## config.mk

```make
export PLATFORM = sky130hd
export DESIGN_NAME = hash_msg_feeder_flat
export DESIGN_NICKNAME = d
export VERILOG_FILES = /design/src/rtl/hash_msg_feeder_if.sv /design/src/rtl/hash_msg_feeder.sv /design/src/flat_wrapper.sv
export SDC_FILE = /design/constraint.sdc
export NUM_CORES = 1
export LEC_CHECK = 0
export ABC_AREA = 1
export CAP_MARGIN = 10
export CELL_PAD_IN_SITES_DETAIL_PLACEMENT = 0
export CELL_PAD_IN_SITES_GLOBAL_PLACEMENT = 1
export CORE_ASPECT_RATIO = 0.8
export CORE_MARGIN = 1
export CORE_UTILIZATION = 42
export DETAILED_ROUTE_END_ITERATION = 6
export PLACE_DENSITY_LB_ADDON = 0.1
export REMOVE_ABC_BUFFERS = 1
export SLEW_MARGIN = 20
export SYNTH_ARGS = -nofsm -noshare
export SYNTH_HDL_FRONTEND = slang
export SYNTH_SLANG_ARGS = --single-unit
export TNS_END_PERCENT = 5
```

## constraint.sdc

```tcl
create_clock -name clk -period 2.65 [get_ports clk]
set_input_delay 0.265 -clock clk [delete_from_list [all_inputs] [get_ports clk]]
set_output_delay 0.265 -clock clk [all_outputs]
set_load 0.02 [all_outputs]
```

## src/rtl/hash_msg_feeder_if.sv

```systemverilog
// Host/core handshake bundle for the hash message feeder.
// slave = feeder side, master = host/core side.
interface hash_msg_feeder_if #(
    parameter int LEN_W = 64
);
    logic             start;
    logic [LEN_W-1:0] msg_len;
    logic [7:0]       in_byte;
    logic             in_valid;
    logic             in_ready;
    logic             hash_ready;
    logic             M_valid;
    logic [7:0]       message;
    logic [LEN_W-1:0] counter;
    logic             busy;
    logic             done;
    logic             len_err;

    modport slave (
        input  start, msg_len, in_byte, in_valid, hash_ready,
        output in_ready, M_valid, message, counter, busy, done, len_err
    );

    modport master (
        output start, msg_len, in_byte, in_valid, hash_ready,
        input  in_ready, M_valid, message, counter, busy, done, len_err
    );
endinterface

```

## src/rtl/hash_msg_feeder.sv

```systemverilog
// Byte-stream feeder in front of the DES-S-box hash core.
// Optional abort input enabled by HASH_FEEDER_ABORT_EN.
module hash_msg_feeder #(
    parameter int DEPTH = 8,
    parameter int LEN_W = 64
) (
    input  logic clk,
    input  logic rst_n,
`ifdef HASH_FEEDER_ABORT_EN
    input  logic abort,
`endif
    hash_msg_feeder_if.slave bus
);
    localparam int AW = $clog2(DEPTH);

    typedef enum logic [1:0] {
        S_IDLE,
        S_STREAM,
        S_WAIT
    } state_t;

    state_t r_state;
    state_t w_next;

    logic [7:0]       r_mem [DEPTH];
    logic [AW:0]      r_wptr;
    logic [AW:0]      r_rptr;
    logic [LEN_W-1:0] r_rx_left;
    logic [LEN_W-1:0] r_tx_left;
    logic [LEN_W-1:0] r_counter;
    logic [7:0]       r_message;
    logic             r_mvalid;
    logic             r_busy;
    logic             r_done;
    logic             r_len_err;

    logic w_abort;
    logic w_abort_act;
    logic w_full;
    logic w_empty;
    logic w_in_ready;
    logic w_push;
    logic w_pop;
    logic w_start_ok;
    logic w_start_zero;

`ifdef HASH_FEEDER_ABORT_EN
    assign w_abort = abort;
`else
    assign w_abort = 1'b0;
`endif

    assign w_abort_act  = w_abort && (r_state != S_IDLE);
    assign w_full       = (r_wptr[AW] != r_rptr[AW]) &&
                          (r_wptr[AW-1:0] == r_rptr[AW-1:0]);
    assign w_empty      = (r_wptr == r_rptr);
    assign w_in_ready   = (r_state == S_STREAM) && !w_full &&
                          (r_rx_left != '0);
    assign w_push       = bus.in_valid && w_in_ready && !w_abort_act;
    assign w_pop        = (r_state == S_STREAM) && !w_empty &&
                          (r_tx_left != '0) && !w_abort_act;
    assign w_start_ok   = (r_state == S_IDLE) && bus.start &&
                          (bus.msg_len != '0);
    assign w_start_zero = (r_state == S_IDLE) && bus.start &&
                          (bus.msg_len == '0);

    always_ff @(posedge clk or negedge rst_n) begin
        if (!rst_n) r_state <= S_IDLE;
        else        r_state <= w_next;
    end

    always_comb begin
        w_next = r_state;
        unique case (r_state)
            S_IDLE: begin
                if (w_start_ok) w_next = S_STREAM;
            end
            S_STREAM: begin
                if (w_abort_act)
                    w_next = S_IDLE;
                else if (w_pop && r_tx_left == LEN_W'(1))
                    w_next = S_WAIT;
            end
            S_WAIT: begin
                if (w_abort_act || bus.hash_ready) w_next = S_IDLE;
            end
            default: w_next = S_IDLE;
        endcase
    end

    // Storage needs no reset: pointers alone define validity.
    always_ff @(posedge clk) begin
        if (w_push) r_mem[r_wptr[AW-1:0]] <= bus.in_byte;
    end

    always_ff @(posedge clk or negedge rst_n) begin
        if (!rst_n) begin
            r_wptr    <= '0;
            r_rptr    <= '0;
            r_rx_left <= '0;
            r_tx_left <= '0;
            r_counter <= '0;
            r_message <= '0;
            r_mvalid  <= 1'b0;
            r_busy    <= 1'b0;
            r_done    <= 1'b0;
            r_len_err <= 1'b0;
        end else begin
            r_busy    <= (w_next != S_IDLE);
            r_done    <= (r_state == S_WAIT) && bus.hash_ready &&
                         !w_abort_act;
            r_len_err <= w_start_zero;
            if (w_abort_act) begin
                r_wptr    <= '0;
                r_rptr    <= '0;
                r_rx_left <= '0;
                r_tx_left <= '0;
                r_mvalid  <= 1'b0;
            end else begin
                if (w_start_ok) begin
                    r_counter <= bus.msg_len;
                    r_rx_left <= bus.msg_len;
                    r_tx_left <= bus.msg_len;
                end
                if (w_push) begin
                    r_wptr    <= r_wptr + 1'b1;
                    r_rx_left <= r_rx_left - LEN_W'(1);
                end
                r_mvalid <= w_pop;
                if (w_pop) begin
                    r_rptr    <= r_rptr + 1'b1;
                    r_tx_left <= r_tx_left - LEN_W'(1);
                    r_message <= r_mem[r_rptr[AW-1:0]];
                end
            end
        end
    end

    assign bus.in_ready = w_in_ready;
    assign bus.M_valid  = r_mvalid;
    assign bus.message  = r_message;
    assign bus.counter  = r_counter;
    assign bus.busy     = r_busy;
    assign bus.done     = r_done;
    assign bus.len_err  = r_len_err;
endmodule

```

## src/flat_wrapper.sv

```systemverilog
// flat-port wrapper written by rule: the top's interface ports become plain ports
module hash_msg_feeder_flat 
#(
    parameter int DEPTH = 8,
    parameter int LEN_W = 64
)
  (clk, rst_n, bus_start, bus_msg_len, bus_in_byte, bus_in_valid, bus_hash_ready, bus_in_ready, bus_M_valid, bus_message, bus_counter, bus_busy, bus_done, bus_len_err);
  hash_msg_feeder_if #(.LEN_W(LEN_W)) bus_i ();
  input  logic clk;
  input  logic rst_n;
  input wire logic [$bits(bus_i.start)-1:0] bus_start;
  input wire logic [$bits(bus_i.msg_len)-1:0] bus_msg_len;
  input wire logic [$bits(bus_i.in_byte)-1:0] bus_in_byte;
  input wire logic [$bits(bus_i.in_valid)-1:0] bus_in_valid;
  input wire logic [$bits(bus_i.hash_ready)-1:0] bus_hash_ready;
  output wire logic [$bits(bus_i.in_ready)-1:0] bus_in_ready;
  output wire logic [$bits(bus_i.M_valid)-1:0] bus_M_valid;
  output wire logic [$bits(bus_i.message)-1:0] bus_message;
  output wire logic [$bits(bus_i.counter)-1:0] bus_counter;
  output wire logic [$bits(bus_i.busy)-1:0] bus_busy;
  output wire logic [$bits(bus_i.done)-1:0] bus_done;
  output wire logic [$bits(bus_i.len_err)-1:0] bus_len_err;
  assign bus_i.start = bus_start;
  assign bus_i.msg_len = bus_msg_len;
  assign bus_i.in_byte = bus_in_byte;
  assign bus_i.in_valid = bus_in_valid;
  assign bus_i.hash_ready = bus_hash_ready;
  assign bus_in_ready = bus_i.in_ready;
  assign bus_M_valid = bus_i.M_valid;
  assign bus_message = bus_i.message;
  assign bus_counter = bus_i.counter;
  assign bus_busy = bus_i.busy;
  assign bus_done = bus_i.done;
  assign bus_len_err = bus_i.len_err;
  hash_msg_feeder #(.DEPTH(DEPTH), .LEN_W(LEN_W)) u_core (.clk(clk), .rst_n(rst_n), .bus(bus_i));
endmodule
```

# Word level (Yosys, flattened, before mapping)
# Memory sizes are Yosys's and may differ from the RTL's. A register that Yosys moved wholly into a read port is not among the register bits.
# Cells that the tools add are included.
# word_totals
regBits	206
ramBits	64
inputBits	77
out_inout_bits	77
elab_cells	52
mem_count	1
# op_classes
addsub	4
eq_ne	6
mux	9
n_reduce_logical	22
# mem_list
name	words	width	rd	rd_ports_with_merged_regs	wr	line	source
u_core.r_mem	8	8	1	1	1	hash_msg_feeder.sv:25	logic [7:0] r_mem [DEPTH];
# op_table
op	n
$mux W64	3
$reduce_bool A64 Y1	3
$sub A64 B1 Y64 const B	2
$eq A64 B1 Y1 const B	1
$logic_not A64 Y1	1
$logic_and A1 B1 Y1	11
$add A4 B1 Y4 const B	2
$mux W2	3
$pmux W2 S3	1
$reduce_bool A2 Y1	3
$eq A4 B4 Y1	1
$eq A3 B3 Y1	1
$logic_not A1 Y1	3
$eq A2 B1 Y1 const B	1
$eq A2 B2 Y1 const B	1
$logic_not A2 Y1	1
$mux W1	2
$ne A1 B1 Y1	1

# Logic depth before layout (Yosys ltp)
# depth
depth_word	8
depth_mapped	13
ltp_nobuf	12

# Worst setup path after synthesis
# Ideal clock, no wire load.
# synth_timing
kind	reg-to-reg
from	register u_core.r_rx_left[0]
to	memory u_core.r_mem[1][0] (enable)
setup_ns	0.370
t_arrival_ns	1.916
t_required_ns	2.280
path_slack_ns	0.363
stages_incl_launch_ff	13
path_buffers	1
synth_period_minus_slack_ns	2.287
cell_sequence	dfrtp_1 > inv_1 > ha_1 > nand2_2 > nor2_4 > nand2_1 > nor2_1 > nand2_1 > nand2_1 > nor2_2 > buf_2 > nand2_1 > nor2_1
# synth_via
elab_chain_cells	5
# synth_lines
item	line	source
from (decl)	hash_msg_feeder.sv:28	logic [LEN_W-1:0] r_rx_left;
from (signal assigned)	hash_msg_feeder.sv:122	r_rx_left <= bus.msg_len;
from (signal assigned)	hash_msg_feeder.sv:127	r_rx_left <= r_rx_left - LEN_W'(1);
$reduce_bool A64 Y1	hash_msg_feeder.sv:58	(r_rx_left != '0);
$logic_and A1 B1 Y1	hash_msg_feeder.sv:57	assign w_in_ready = (r_state == S_STREAM) && !w_full &&
$logic_and A1 B1 Y1	hash_msg_feeder.sv:59	assign w_push = bus.in_valid && w_in_ready && !w_abort_act;
$mux W1	hash_msg_feeder.sv:93	if (w_push) r_mem[r_wptr[AW-1:0]] <= bus.in_byte;
$mux W1 (implied by the code)	hash_msg_feeder.sv:93	
to (decl)	hash_msg_feeder.sv:25	
# No other way between the ends.

# Final worst setup path
# layout_timing
from	register u_core.r_rx_left[61]
to	output port bus_in_ready
# layout_via
elab_chain_cells	2
# layout_lines
item	line	source
$reduce_bool A64 Y1	hash_msg_feeder.sv:58	
$logic_and A1 B1 Y1	hash_msg_feeder.sv:57	
to (decl)	flat_wrapper.sv:16	output wire logic [$bits(bus_i.in_ready)-1:0] bus_in_ready;
# No other way between the ends.

==> implementation parameters <==
Parameter                              Value

Global route
  Wire length of the first global-routing pass    around 90000 um
  Via count of the first global-routing pass    14579
  Total overflow reported by the global router    0
  All-Layer GR Usage    31.56%
  Number of antenna violations at the first check in global routing    1
  Maximum number of pins on one net before global-route repair    71

Clocking
  Worst-skew pair later-pin latency    between 0.5 and 0.6 ns
  Post-CTS Setup Repair Bufs    0
  Number of clock buffers inserted by TritonCTS    30
  Clock sinks    between 200 and 300
  Clock H-tree levels    1
  TritonCTS clock tree    yes
  Library cell used as clock root buffer    clkbuf_16
  Clock tree buffer depth    3
  CTS clk-pin slew, worst paths    roughly 0.060 ns

STA
  Period Utilization, post-route    approximately 94%
  Total Negative Setup Slacks    0 ns
  Final setup violation count    0
  RSZ-0062 raised after global routing    false
  Count of final max-slew check failures    0
  Final WS setup    0.1660 ns
  Transition at the pin with the smallest max-transition slack    approximately 0.86 ns
  Max-Slew Margin vs Limit    a little over two fifths
  Hold Fails Final Rpt    0
  Final critical path time including I/O delays and setup    approximately 2.5 ns
  Worst clock skew on the final layout    0.01797 ns
  Peak clock frequency supported by timing    slightly above 0.4 GHz

Yosys
  Proportion of synthesized area in mux cells    about 1.0%
  Post-synthesis instance total    about 2200
  Largest family of logic cells by synthesized area    simple AND/OR/NAND/NOR gates
  Fraction of synthesized cell area in xor and xnor cells    3.188%
  Adder-cell share of the synthesized area    less than 1%
  Post-synthesis sequential area ratio    between 40 and 50%
  Number of unique standard cell types used by synthesis    37
  Syn avg cell area    roughly 7.3 um2
  Number of register bits inferred by synthesis    between 200 and 300
  Simple-gate share of the synthesized area    40.58%
  Number of warnings printed during yosys synthesis    0
  Synthesized-area fraction occupied by ao, oa, aoi and oai cells    a little under 3%
  Cell area after synthesis    around 16000 um2

Placement
  Total half-perimeter wirelength after legalization and detailed placement    45610 um
  Placement Cell Area    about 18000 um2
  Input/output buffers    153
  Post-placement cell count    between 2000 and 3000
  Post-placement worst setup slack    0.06369 ns
  GPL Wtd Cong    slightly below 1

Run
  Number of violations of the max-capacitance limit    0

Worst setup path
  Startpoint type of the worst setup path    register
  Startpoint of the most critical register-to-register path    u_core.r_rx_left[1]$_DFFE_PN0P_
  Buffers & Inverters on Critical Path    3
  CP Capture Type    output pin
  Arrival time of the worst setup path    around 2.2 ns
  Last element of the critical path    bus_in_ready
  Terminus of the critical flop-to-flop path    u_core.r_mem[2][1]$_DFFE_PP_
  Delay-heaviest family, CP    simple AND/OR/NAND/NOR gates
  Worst Setup Path Type    reg2out
  Worst-path cell with the longest stage delay    dfrtp_1
  Worst path max stage delay    0.41 ns
  Largest driver fanout on the critical path    4
  Number of gates on the worst path with buffers counted    10
  Ordered cell list for the critical path    nor2_2, nand2_1, nor2_1, nand2_1, nor2_1, nand2_2, nand2_2, buf_4, inv_1, clkbuf_2
  Number of cells on the worst reg-to-reg path    11
  Worst path required time    between 2 and 2.5 ns
  Worst setup startpoint    u_core.r_rx_left[61]$_DFFE_PN0P_
  Internal reg-to-reg setup slack    0.21 ns

Floorplan
  Die Y-Extent    174.7 um
  Horiz. Die Dim    217.9 um
  Die outline area    38070 um2
  Core ar.    roughly 36000 um2
  Total number of placement rows    62
  Effective utilization at floorplan    between 40% and 50%
  Io pins    154

Final layout
  Fraction of final layout cells sized beyond drive strength 1    slightly above 9%
  Area growth syn-to-layout    24.57%
  Post-route non-filler standard cell count    2894
  Most used cells in the layout excluding fill and tap cells    nand2_1 (821), nor2_1 (363), nand3_1 (241)
  Total Nets Final    about 2500
  Post-layout instance area    just under 20000 um2
  Number of diodes    0
  Most frequent standard cell in the layout excluding fill and tap cells    nand2_1

Min path
  Worst min-delay path category    in2reg

Routing
  First DRT Iteration DRCs    between 1500 and 2000
  Via count    15505
  Routed wire per std cell    around 21 um
  Residual antenna-violating net count after detailed routing    0
  Remaining DRCs    0
  Detailed-route wire length    approximately 60000 um
  Drt pass-1 iters    5
  Number of vias per cell after detailed routing    5.358

Run status
  Outcome    completed

Power and ir drop
  PwrDens    1216 nW/um2
  Total power consumption of the routed design    23.72 mW
  Highest ir drop seen on vdd    around 0.00067 V
  Leakage power of the design    roughly 9.0 nW
## worst register-to-register path, cell delays in order (launching register included)
cell and delay [ns]:
dfrtp_1 0.35, inv_1 0.05, ha_2 0.18, nand2_2 0.13, nor2_4 0.06, nand2_1 0.08
nor2_1 0.06, nand2_2 0.14, nand2_2 0.10, nor2_4 0.18, nand2_1 0.16, nor2_1 0.61
## cell usage after synthesis (all sizes together)
cell / instances / share of area, %
nand3b: 25 / 1.2
inv: 120 / 2.9
xnor2: 19 / 1.1
o221ai: 16 / 0.89
o21bai: 1 / 0.048
o2111ai: 1 / 0.056
nand3: 242 / 7.8
nand2: 841 / 21
buf: 52 / 2.2
nor4: 1 / 0.040
and2: 10 / 0.40
nor3: 2 / 0.064
mux2i: 16 / 1.0
or2: 3 / 0.12
a21o: 1 / 0.048
edfxtp: 64 / 12
clkbuf: 13 / 0.31
o21ai: 53 / 1.7
dfrtp: 214 / 34
xor2: 38 / 2.1
ha: 5 / 0.40
a21oi: 4 / 0.15
o31ai: 1 / 0.048
nor2: 388 / 9.6
nand4: 22 / 0.88
## how the worst min path moves through the flow
stage | startpoint | to | slack [ns] | depth (start not counted)
floorplan | rst_n | u_core.bus.M_valid$_DFF_PN0_ | -0.03 | 0
global placement | rst_n | u_core.bus.counter[2]$_DFFE_PN0P_ | 0.29 | 1
detailed placement | rst_n | u_core.bus.counter[2]$_DFFE_PN0P_ | 0.29 | 1
CTS | bus_hash_ready | u_core.bus.done$_DFF_PN0_ | 0.22 | 3
global route | bus_hash_ready | u_core.bus.done$_DFF_PN0_ | 0.25 | 3
finish | bus_hash_ready | u_core.bus.done$_DFF_PN0_ | 0.24 | 3
## flip-flops by register name, summed over array words and instances (netlist names)
signal	cells
u_core.r_rx_left	64
u_core.bus.counter	64
u_core.bus.busy	1
u_core.r_rptr	4
u_core.bus.done	1
u_core.r_state	2
u_core.bus.message	8
u_core.bus.M_valid	1
u_core.r_wptr	4
u_core.r_tx_left	64
u_core.bus.len_err	1
u_core.r_mem	64
## power by group
part | switching (mW) | internal [mW]
sequential | 1.57 | 6.12
clock | 1.82 | 2.45
combinational | 7.22 | 4.55
## layout make-up
type | instances | area, um2
Clock buffer | 34 | 765.7
Clock inverter | 19 | 205.2
Fill cell | 3536 | 16800
Inverter | 120 | 455.4
Multi-Input combinational cell | 1689 | 7600
Sequential cell | 278 | 7277
Tap cell | 480 | 600.6
Timing Repair Buffer | 274 | 2605
## per-stage QoR
stage / hold slack, ns / util (%)
finish: 0.2385 / 53.74
global route: 0.2542 / 53.74
CTS: 0.2224 / 53.70
detailed placement: 0.2891 / 50.92
global placement: 0.2930 / 50.92
floorplan: -0.03059 / -
## per-layer routing
layer,vias to the layer above,global-route usage [%],routed length (um)
met5,-,0,12
met4,2,6.876,1274
met3,76,5.796,4644
met2,578,46.89,25580
met1,7467,47.50,28230
li1,7382,-,-
## what timing repair did
item / in CTS / in global routing
hold endpoints to repair: 67 / 0
hold buffers: 1 / 0
setup endpoints to repair: 1 / 1
pin swaps: 1 / 0
gates resized for setup: 11 / 9
## logic make-up (layout without fill, tap and decap cells)
group                    count (synthesis)  count (layout)
multiplexers                            16              16
AO/OA/AOI/OAI                           77              77
AND/OR/NAND/NOR                       1534            1534
flip-flops                             278             278
XOR/XNOR                                57              57
buffers and inverters                  185             447
adder cells (fa/ha/maj)                  5               5
Note: power is estimated with default switching activity, not from simulation.
